## config.mk

```make
export PLATFORM = sky130hd
export DESIGN_NAME = bnn_xnor_neuron
export DESIGN_NICKNAME = d
export VERILOG_FILES = /design/src/rtl/bnn_pkg.sv /design/src/rtl/bnn_popcount.sv /design/src/rtl/bnn_xnor_neuron.sv
export SDC_FILE = /design/constraint.sdc
export NUM_CORES = 1
export LEC_CHECK = 0
export ABC_AREA = 1
export ABC_CLOCK_PERIOD_IN_PS = 15990
export BUFFER_PORTS_ARGS = -buffer_cell sky130_fd_sc_hd__buf_2
export CORE_UTILIZATION = 40
export DETAILED_ROUTE_END_ITERATION = 8
export PLACE_DENSITY_LB_ADDON = 0.05
export SYNTH_ARGS = -nofsm -noshare
export SYNTH_HDL_FRONTEND = slang
export SYNTH_HIERARCHICAL = 1
export SYNTH_SLANG_ARGS = --single-unit
```

## constraint.sdc

```tcl
create_clock -name clk -period 15.99 [get_ports clk]
set_input_delay 2.3985 -clock clk [delete_from_list [all_inputs] [get_ports clk]]
set_output_delay 2.3985 -clock clk [all_outputs]
set_load 0.01 [all_outputs]
```

## src/rtl/bnn_pkg.sv

```systemverilog
// Shared types and helpers for the binary XNOR neuron: FSM state encoding,
// a floored clog2 for index widths, and a popcount over a wide vector.
package bnn_pkg;

   typedef enum logic [1:0] {
      ST_IDLE  = 2'd0,
      ST_ACCUM = 2'd1,
      ST_DONE  = 2'd2
   } state_t;

   // Widest word the popcount helper can take; callers zero-extend into it.
   localparam int POP_MAX = 256;

   // Index width for a table of 'value' entries, never narrower than one bit.
   function automatic int clog2_min1(input int value);
      return (value < 2) ? 1 : $clog2(value);
   endfunction

   function automatic int unsigned popcount(input logic [POP_MAX-1:0] v);
      int unsigned cnt;
      cnt = 32'd0;
      for (int i = 0; i < POP_MAX; i++) begin
         cnt = cnt + {31'd0, v[i]};
      end
      return cnt;
   endfunction

endpackage

```

## src/rtl/bnn_popcount.sv

```systemverilog
// Combinational XNOR of one activation word against one weight word, followed
// by a popcount of the matching bits (+1 * +1 or -1 * -1 both count as a match).
module bnn_popcount
   import bnn_pkg::*;
#(
   parameter  int WIDTH = 8,
   localparam int CNT_W = $clog2(WIDTH + 1)
)(
   input  logic [WIDTH-1:0] i_act,
   input  logic [WIDTH-1:0] i_weight,
   output logic [CNT_W-1:0] o_count
);

   logic [POP_MAX-1:0] w_match;

   // Matching bits, zero-extended to the helper's fixed width.
   always_comb begin
      w_match              = {POP_MAX{1'b0}};
      w_match[WIDTH-1:0]   = ~(i_act ^ i_weight);
   end

   assign o_count = CNT_W'(popcount(w_match));

endmodule

```

## src/rtl/bnn_xnor_neuron.sv

```systemverilog
// Multi-beat binary neuron: accumulates XNOR-popcounts of BEATS activation words
// against a programmable weight table, then thresholds the total into one bit.
module bnn_xnor_neuron
   import bnn_pkg::*;
#(
   parameter  int WIDTH = 8,
   parameter  int BEATS = 4,
   localparam int ACC_W = $clog2(WIDTH * BEATS + 1),
   localparam int AW    = clog2_min1(BEATS)
)(
   input  logic             clk,
   input  logic             rst,
   input  logic             w_wr,
   input  logic [AW-1:0]    w_addr,
   input  logic [WIDTH-1:0] w_data,
   input  logic             th_wr,
   input  logic [ACC_W-1:0] th_data,
   input  logic             in_valid,
   output logic             in_ready,
   input  logic [WIDTH-1:0] in_data,
   output logic             out_valid,
   input  logic             out_ready,
   output logic             out_bit,
   output logic [ACC_W-1:0] out_sum,
   output logic             cfg_err
);

   localparam int            CNT_W     = $clog2(WIDTH + 1);
   localparam int            DEPTH     = 1 << AW;
   localparam logic [AW-1:0] LAST_BEAT = AW'(BEATS - 1);
   localparam logic [AW-1:0] BEAT_ONE  = AW'(1);
   localparam logic [AW:0]   BEATS_EXT = (AW + 1)'(BEATS);

   state_t             r_state;
   state_t             w_state_nxt;
   logic [WIDTH-1:0]   r_weight [DEPTH];
   logic [ACC_W-1:0]   r_th;
   logic [ACC_W-1:0]   r_acc;
   logic [AW-1:0]      r_beat;
   logic               r_in_ready;
   logic               r_out_bit;
   logic [ACC_W-1:0]   r_out_sum;
   logic               r_cfg_err;

   logic               w_accept;
   logic               w_last;
   logic               w_cfg_open;
   logic               w_addr_bad;
   logic [WIDTH-1:0]   w_weight_sel;
   logic [CNT_W-1:0]   w_pop;
   logic [ACC_W-1:0]   w_base;
   logic [ACC_W-1:0]   w_sum;

   assign w_accept     = in_valid && r_in_ready;
   assign w_last       = (r_beat == LAST_BEAT);
   assign w_cfg_open   = (r_state != ST_ACCUM);
   assign w_addr_bad   = ({1'b0, w_addr} >= BEATS_EXT);
   assign w_weight_sel = r_weight[r_beat];
   // Beat 0 starts a fresh sum so nothing from the previous inference leaks in.
   assign w_base       = (r_beat == {AW{1'b0}}) ? {ACC_W{1'b0}} : r_acc;
   assign w_sum        = w_base + ACC_W'(w_pop);

   bnn_popcount #(.WIDTH(WIDTH)) u_popcount (
      .i_act    (in_data),
      .i_weight (w_weight_sel),
      .o_count  (w_pop)
   );

   // State register.
   always_ff @(posedge clk or posedge rst) begin
      if (rst) begin
         r_state <= ST_IDLE;
      end else begin
         r_state <= w_state_nxt;
      end
   end

   // Next-state logic; IDLE and ACCUM share the beat-acceptance rule.
   always_comb begin
      w_state_nxt = r_state;
      case (r_state)
         ST_IDLE, ST_ACCUM: begin
            if (w_accept && w_last) begin
               w_state_nxt = ST_DONE;
            end else if (w_accept) begin
               w_state_nxt = ST_ACCUM;
            end else begin
               w_state_nxt = r_state;
            end
         end
         ST_DONE: begin
            if (out_ready) begin
               w_state_nxt = ST_IDLE;
            end else begin
               w_state_nxt = ST_DONE;
            end
         end
         default: w_state_nxt = ST_IDLE;
      endcase
   end

   // Beat counter, accumulator and registered result.
   always_ff @(posedge clk or posedge rst) begin
      if (rst) begin
         r_beat     <= {AW{1'b0}};
         r_acc      <= {ACC_W{1'b0}};
         r_in_ready <= 1'b0;
         r_out_bit  <= 1'b0;
         r_out_sum  <= {ACC_W{1'b0}};
      end else begin
         r_in_ready <= (w_state_nxt != ST_DONE);
         if (w_accept) begin
            r_beat <= w_last ? {AW{1'b0}} : (r_beat + BEAT_ONE);
            r_acc  <= w_sum;
         end
         // Threshold is sampled here, on the edge that enters DONE.
         if (w_accept && w_last) begin
            r_out_sum <= w_sum;
            r_out_bit <= (w_sum >= r_th);
         end
      end
   end

   // Weight table and threshold; writes only land outside ACCUM.
   always_ff @(posedge clk or posedge rst) begin
      if (rst) begin
         for (int i = 0; i < DEPTH; i++) begin
            r_weight[i] <= {WIDTH{1'b0}};
         end
         r_th      <= {ACC_W{1'b0}};
         r_cfg_err <= 1'b0;
      end else begin
         if (w_wr && w_cfg_open && !w_addr_bad) begin
            r_weight[w_addr] <= w_data;
         end
         if (th_wr && w_cfg_open) begin
            r_th <= th_data;
         end
         r_cfg_err <= (w_wr && (!w_cfg_open || w_addr_bad)) || (th_wr && !w_cfg_open);
      end
   end

   assign in_ready  = r_in_ready;
   assign out_valid = (r_state == ST_DONE);
   assign out_bit   = r_out_bit;
   assign out_sum   = r_out_sum;
   assign cfg_err   = r_cfg_err;

endmodule

```

# After elaboration in Yosys (flattened, before gate mapping)
# Index checks and enable logic that the tools add are counted.
dict set report classes {
  n_addsub 9
  multipliers 0
  div_mod_pow 0
  n_lt_le_gt_ge 4
  eq_ne 5
  shift 0
  n_mux 12
  n_bitwise 4
  reduce_logical 12
}
# operator count
set ops {}
lappend ops {{32-bit bitwise mux} 1}
lappend ops {{4-bit by 1-bit adder with 4-bit output} 6}
lappend ops {{8-bit two-way mux} 3}
lappend ops {{8-bit binary-select mux with 2-bit select} 1}
lappend ops {{8-bit demux with 2-bit select} 1}
lappend ops {{2-bit two-way mux} 4}
lappend ops {{8-bit NOT} 1}
lappend ops {{8-bit bitwise XOR} 1}
lappend ops {{1-bit logical AND} 7}
lappend ops {{6-bit by 4-bit adder with 6-bit output} 1}
lappend ops {{3-bit greater-or-equal comparator (second input constant)} 2}
lappend ops {{6-bit greater-or-equal comparator} 1}
lappend ops {{6-bit two-way mux} 1}
lappend ops {{2-bit NOT with 3-bit output} 2}
lappend ops {{2-bit equality test (second input constant)} 2}
lappend ops {{2-bit logical NOT} 2}
lappend ops {{2-bit case mux with 2 select lines} 1}
lappend ops {{3-bit by 1-bit less-than comparator with 1-bit output (second input constant)} 1}
lappend ops {{1-bit by 1-bit adder with 2-bit output} 1}
lappend ops {{2-bit by 1-bit adder with 2-bit output (second input constant)} 1}
lappend ops {{2-bit by 1-bit equality test with 1-bit output (second input constant)} 1}
lappend ops {{2-bit by 1-bit inequality test with 1-bit output (second input constant)} 1}
lappend ops {{2-bit inequality test (second input constant)} 1}
lappend ops {{2-bit OR reduction} 1}
lappend ops {{2 further kinds} 2}
dict set report word_totals {
  register_bits 57
  latch_bits 0
  mem_bits_rw 0
  mem_bits_ro 0
  input_bits 30
  elab_cells 58
  n_memories 0
}

# Longest topological paths before layout
dict set report depth {
  depth_word 15
  mapped_depth 32
}

# Hierarchy
# The synthesis kept the hierarchy.
# module instances cells_per_inst area_each_um2 seq_area_each_um2
set modules_own_cells {}
lappend modules_own_cells {bnn_xnor_neuron 1 327 2930.3 1426.4}
lappend modules_own_cells {bnn_popcount 1 62 325.3 0.0}

# Worst setup path before layout
# Ideal clock, no wire load.
dict set report synth_path {
  path_kind {input -> register}
  startpoint {input port in_data[0]}
  endpoint {register r_out_bit, in the netlist out_bit}
  setup_time_ns 0.121
  arrival_ns 6.430
  required_ns 15.869
  slack_ns 9.439
  cell_stages 27
  path_buffers 0
  cell_sequence {inv_1 > nand2_1 > nand2_1 > fa_1 > inv_1 > fa_1 > inv_1 > fa_1 > ha_1 > inv_1 > fa_1 > nand2_1 > nand2_1 > ha_1 > nand2_1 > nor2_1 > nand3_1 > nand3_1 > nand2_1 > and2_1 > ha_1 > nand2_1 > inv_1 > o21ai_0 > nand2_1 > nor3_1 > nor2_1}
}
dict set report synth_via {
  elab_chain_cells 11
}
# item line_no
set synth_rtl {}
lappend synth_rtl {{start: declaration} bnn_xnor_neuron.sv:20} ;# input logic [WIDTH-1:0] in_data,
lappend synth_rtl {{8-bit bitwise XOR} bnn_popcount.sv:19} ;# w_match[WIDTH-1:0] = ~(i_act ^ i_weight);
lappend synth_rtl {{8-bit NOT} bnn_popcount.sv:19}
lappend synth_rtl {{1-bit by 1-bit adder with 2-bit output} bnn_pkg.sv:23} ;# cnt = cnt + {31'd0, v[i]};
lappend synth_rtl {{4-bit by 1-bit adder with 4-bit output (6 in series)} bnn_pkg.sv:23}
lappend synth_rtl {{via w_pop[2]} bnn_xnor_neuron.sv:50} ;# logic [CNT_W-1:0] w_pop;
lappend synth_rtl {{6-bit by 4-bit adder with 6-bit output} bnn_xnor_neuron.sv:61} ;# assign w_sum = w_base + ACC_W'(w_pop);
lappend synth_rtl {{via w_sum[5]} bnn_xnor_neuron.sv:52} ;# logic [ACC_W-1:0] w_sum;
lappend synth_rtl {{6-bit greater-or-equal comparator} bnn_xnor_neuron.sv:119} ;# r_out_bit <= (w_sum >= r_th);
lappend synth_rtl {{end signal: assignment} bnn_xnor_neuron.sv:119}
lappend synth_rtl {{end: declaration} bnn_xnor_neuron.sv:41} ;# logic r_out_bit;
# The timed path passes the listed nets, and every way through them passes these cells.
# A chain may end at the register's enable or synchronous reset.

# Worst setup path in the final report
# Ends and elaborated chain as after synthesis.

==> flow_summary.toml <==
[timing]
setup_tns_ps = 0
hold_viol = 0
relSlewSlack_pct = 50.46
period_share_pct = 41.01
final-setup-viol-count = 0
maxSlewViolCount = 0
post-route-min-period_ps = 6558
tightest_slew_ps = 743.1
rsz0062_at_grt = "no"
max_freq_mhz = 152.5
skew_ps = 7.262

[grt]
grtUsageMet1_pct = 21.64
grt_max_degree = 58
grt-ovfl-total = 0
grt.total_usage_pct = 17.89
use_met3_pct = 4.312
busiest_layer = "met2"
grt_pass1_vias = 2355
grt_first_pass_wirelength_um = 11490
use_met2_pct = 30.60
grt_antenna_before_repair = 0

[worst_setup_path]
critical_path.endpoint = "out_bit"
crit_top_cell = "nand2_1"
critPathKind = "in -> reg"
regToRegEndpoint = "out_bit"
critPathBufInv = 6
critPathRequiredTime_ps = 16210
slowest_stage = "fa_1"
r2r_slack_ps = 10210
path_delay_family = "adder cells"
arrival_ps = 6780
crit_fanout = 5
r2r-start = "r_beat[0]"
worst_setup_path_start_kind = "input port"
slowest_delay_ps = 530
crit_cells = 28
end_kind = "flop"
crit_start = "in_data[0]"
r2r_cells = 29

[flow_run]
cap_violations = 0

[finish]
final_nets = 482
areaGrowthSynthToFinish_pct = 14.07
drive_gt1_share_pct = 23.17
antenna_cells = 0

[synth]
synth_top_area_share_pct = 43.81
synth.most_common_cell = "nand2_1"
synthArstFlopShare_pct = 100.0
synth_seq_area_share_pct = 43.81
synth.largest_area_cell = "dfrtp_1"
syn_area_per_cell_um2 = 8.369
ys_seq_elements = 57
ys_warn_count = 6
synth.cell_area_um2 = 3256
ys_top_cells_by_count = "90 x nand2_1, 61 x inv_1, 57 x dfrtp_1, 35 x nor2_1, 26 x o21ai_0"
synthFlopType = "dfrtp_1"
synth_cell_types = 30
syn_inst = 389
synth_edf_count = 0
synthTopCellsByArea = "dfrtp_1 44%, nand2_1 10%, inv_1 7.0%, ha_1 5.8%, o21ai_2 5.6%"
synth_nets = 439

[route]
drt-wirelength-per-cell_um = 12.50
routed_wl_um = 6727
vias = 2498
dr.pass1.iters = 6
remaining_drc_errors = 0
drt-initial-drc-count = 113
via_per_inst = 4.643
antenna_left = 0

[floorplanning]
die_w_um = 92.22
die_height_um = 92.22
core_area_um2 = 7807
ios = 40
rows = 32
die_area_um2 = 8504
start_util_pct = 41.70

[placed_design]
gp_congestion = 0.8033
port_buffers = 39
dp_hpwl_um = 4768

[cts]
ctsHoldBuffers = 0
cts_made_buffers = 9
cts_tree = "built"
cts.path.max_buffers = 2
cts.reportedPaths.clkPinSlew_ps = 60
post_cts.repair.setup_buffers = 0
htree_levels = 3
insertion_delay_ps = 330
cts_sinks = 57
root_buffer = "clkbuf_8"
cts_resized = 0

[outcome]
outcome = "finished clean"

[hold_path]
hold_path.class = "reg -> reg"
registers in the layout, indices dropped and copies added, names as in the netlist:
register,count
out_bit,1
cfg_err,1
r_state,2
r_weight,32
r_beat,2
r_acc,6
r_th,6
in_ready,1
out_sum,6
logic make-up (layout without fill, tap and decap cells):
family / after synthesis / after routing / synth area share (%)
flip-flops: 57 / 57 / 43.81
AND/OR/NAND/NOR: 155 / 155 / 21.25
multiplexers: 1 / 1 / 0.3459
AO/OA/AOI/OAI: 77 / 77 / 14.57
XOR/XNOR: 3 / 3 / 1.269
buffers and inverters: 76 / 123 / 9.915
adder cells (fa/ha/maj): 20 / 20 / 8.839
worst reg2reg max path, delay by kind of cell (launching register included):
kind / cells / cell delay, ps
buffers and inverters: 5 / 500
adder cells (fa/ha/maj): 7 / 2710
flip-flops: 1 / 730
AO/OA/AOI/OAI: 3 / 470
AND/OR/NAND/NOR: 14 / 1250
worst min path at each step:
stage / end / slack, ps / start / cells past startpoint
after floorplan: r_acc[5] / 450 / r_acc[5] / 2
after global placement: out_sum[2] / 460 / out_sum[2] / 2
after detailed placement: out_sum[5] / 460 / out_sum[5] / 2
after CTS: r_weight[19] / 480 / r_weight[19] / 2
after global routing: out_sum[3] / 500 / out_sum[3] / 2
final: out_sum[5] / 470 / out_sum[5] / 2
cell usage in the layout (no fill, tap or decap), types with 2 or more instances in the layout:
master,n
a21oi_1,9
buf_2,39
clkbuf_8,11
clkinv_2,2
dfrtp_1,57
fa_1,5
ha_1,15
inv_1,60
inv_2,7
nand2_1,90
nand2_2,6
nand2_4,2
nand3_1,12
nand3_4,2
nor2_1,35
nor2_2,3
o21ai_0,26
o21ai_1,13
o21ai_2,21
o22ai_1,8
stage by stage:
step / hold slack (ps) / util [%] / instances / area, um2 / setup WS, ps
after global routing: 497.3 / 47.56 / 538 / 3714 / 9108
after detailed placement: 463.4 / 45.06 / 523 / 3518 / 9074
after global placement: 457.9 / 45.06 / 523 / 3518 / 9208
after floorplan: 449.4 / - / 389 / 3256 / 9439
final: 474.5 / 47.56 / 538 / 3714 / 9432
after CTS: 481.2 / 47.56 / 538 / 3714 / 9442
area by class of cell:
class	count	area, um2
inverters	68	255.2
well taps	102	127.6
repair buffers	40	202.7
fillers	801	4094
multi-input cells	256	1506
flip-flops and latches	57	1426
clock inverters	3	40.04
clock buffers	12	155.1
routing by layer:
layer / share of wire, % / vias up
li1: - / 1309
met5: 0 / -
met4: 1.4 / 0
met1: 45 / 1150
met3: 2.8 / 6
met2: 50 / 33
Power is not shown: default switching activity piles up to over one toggle a cycle in this logic, so the estimate is an artifact.
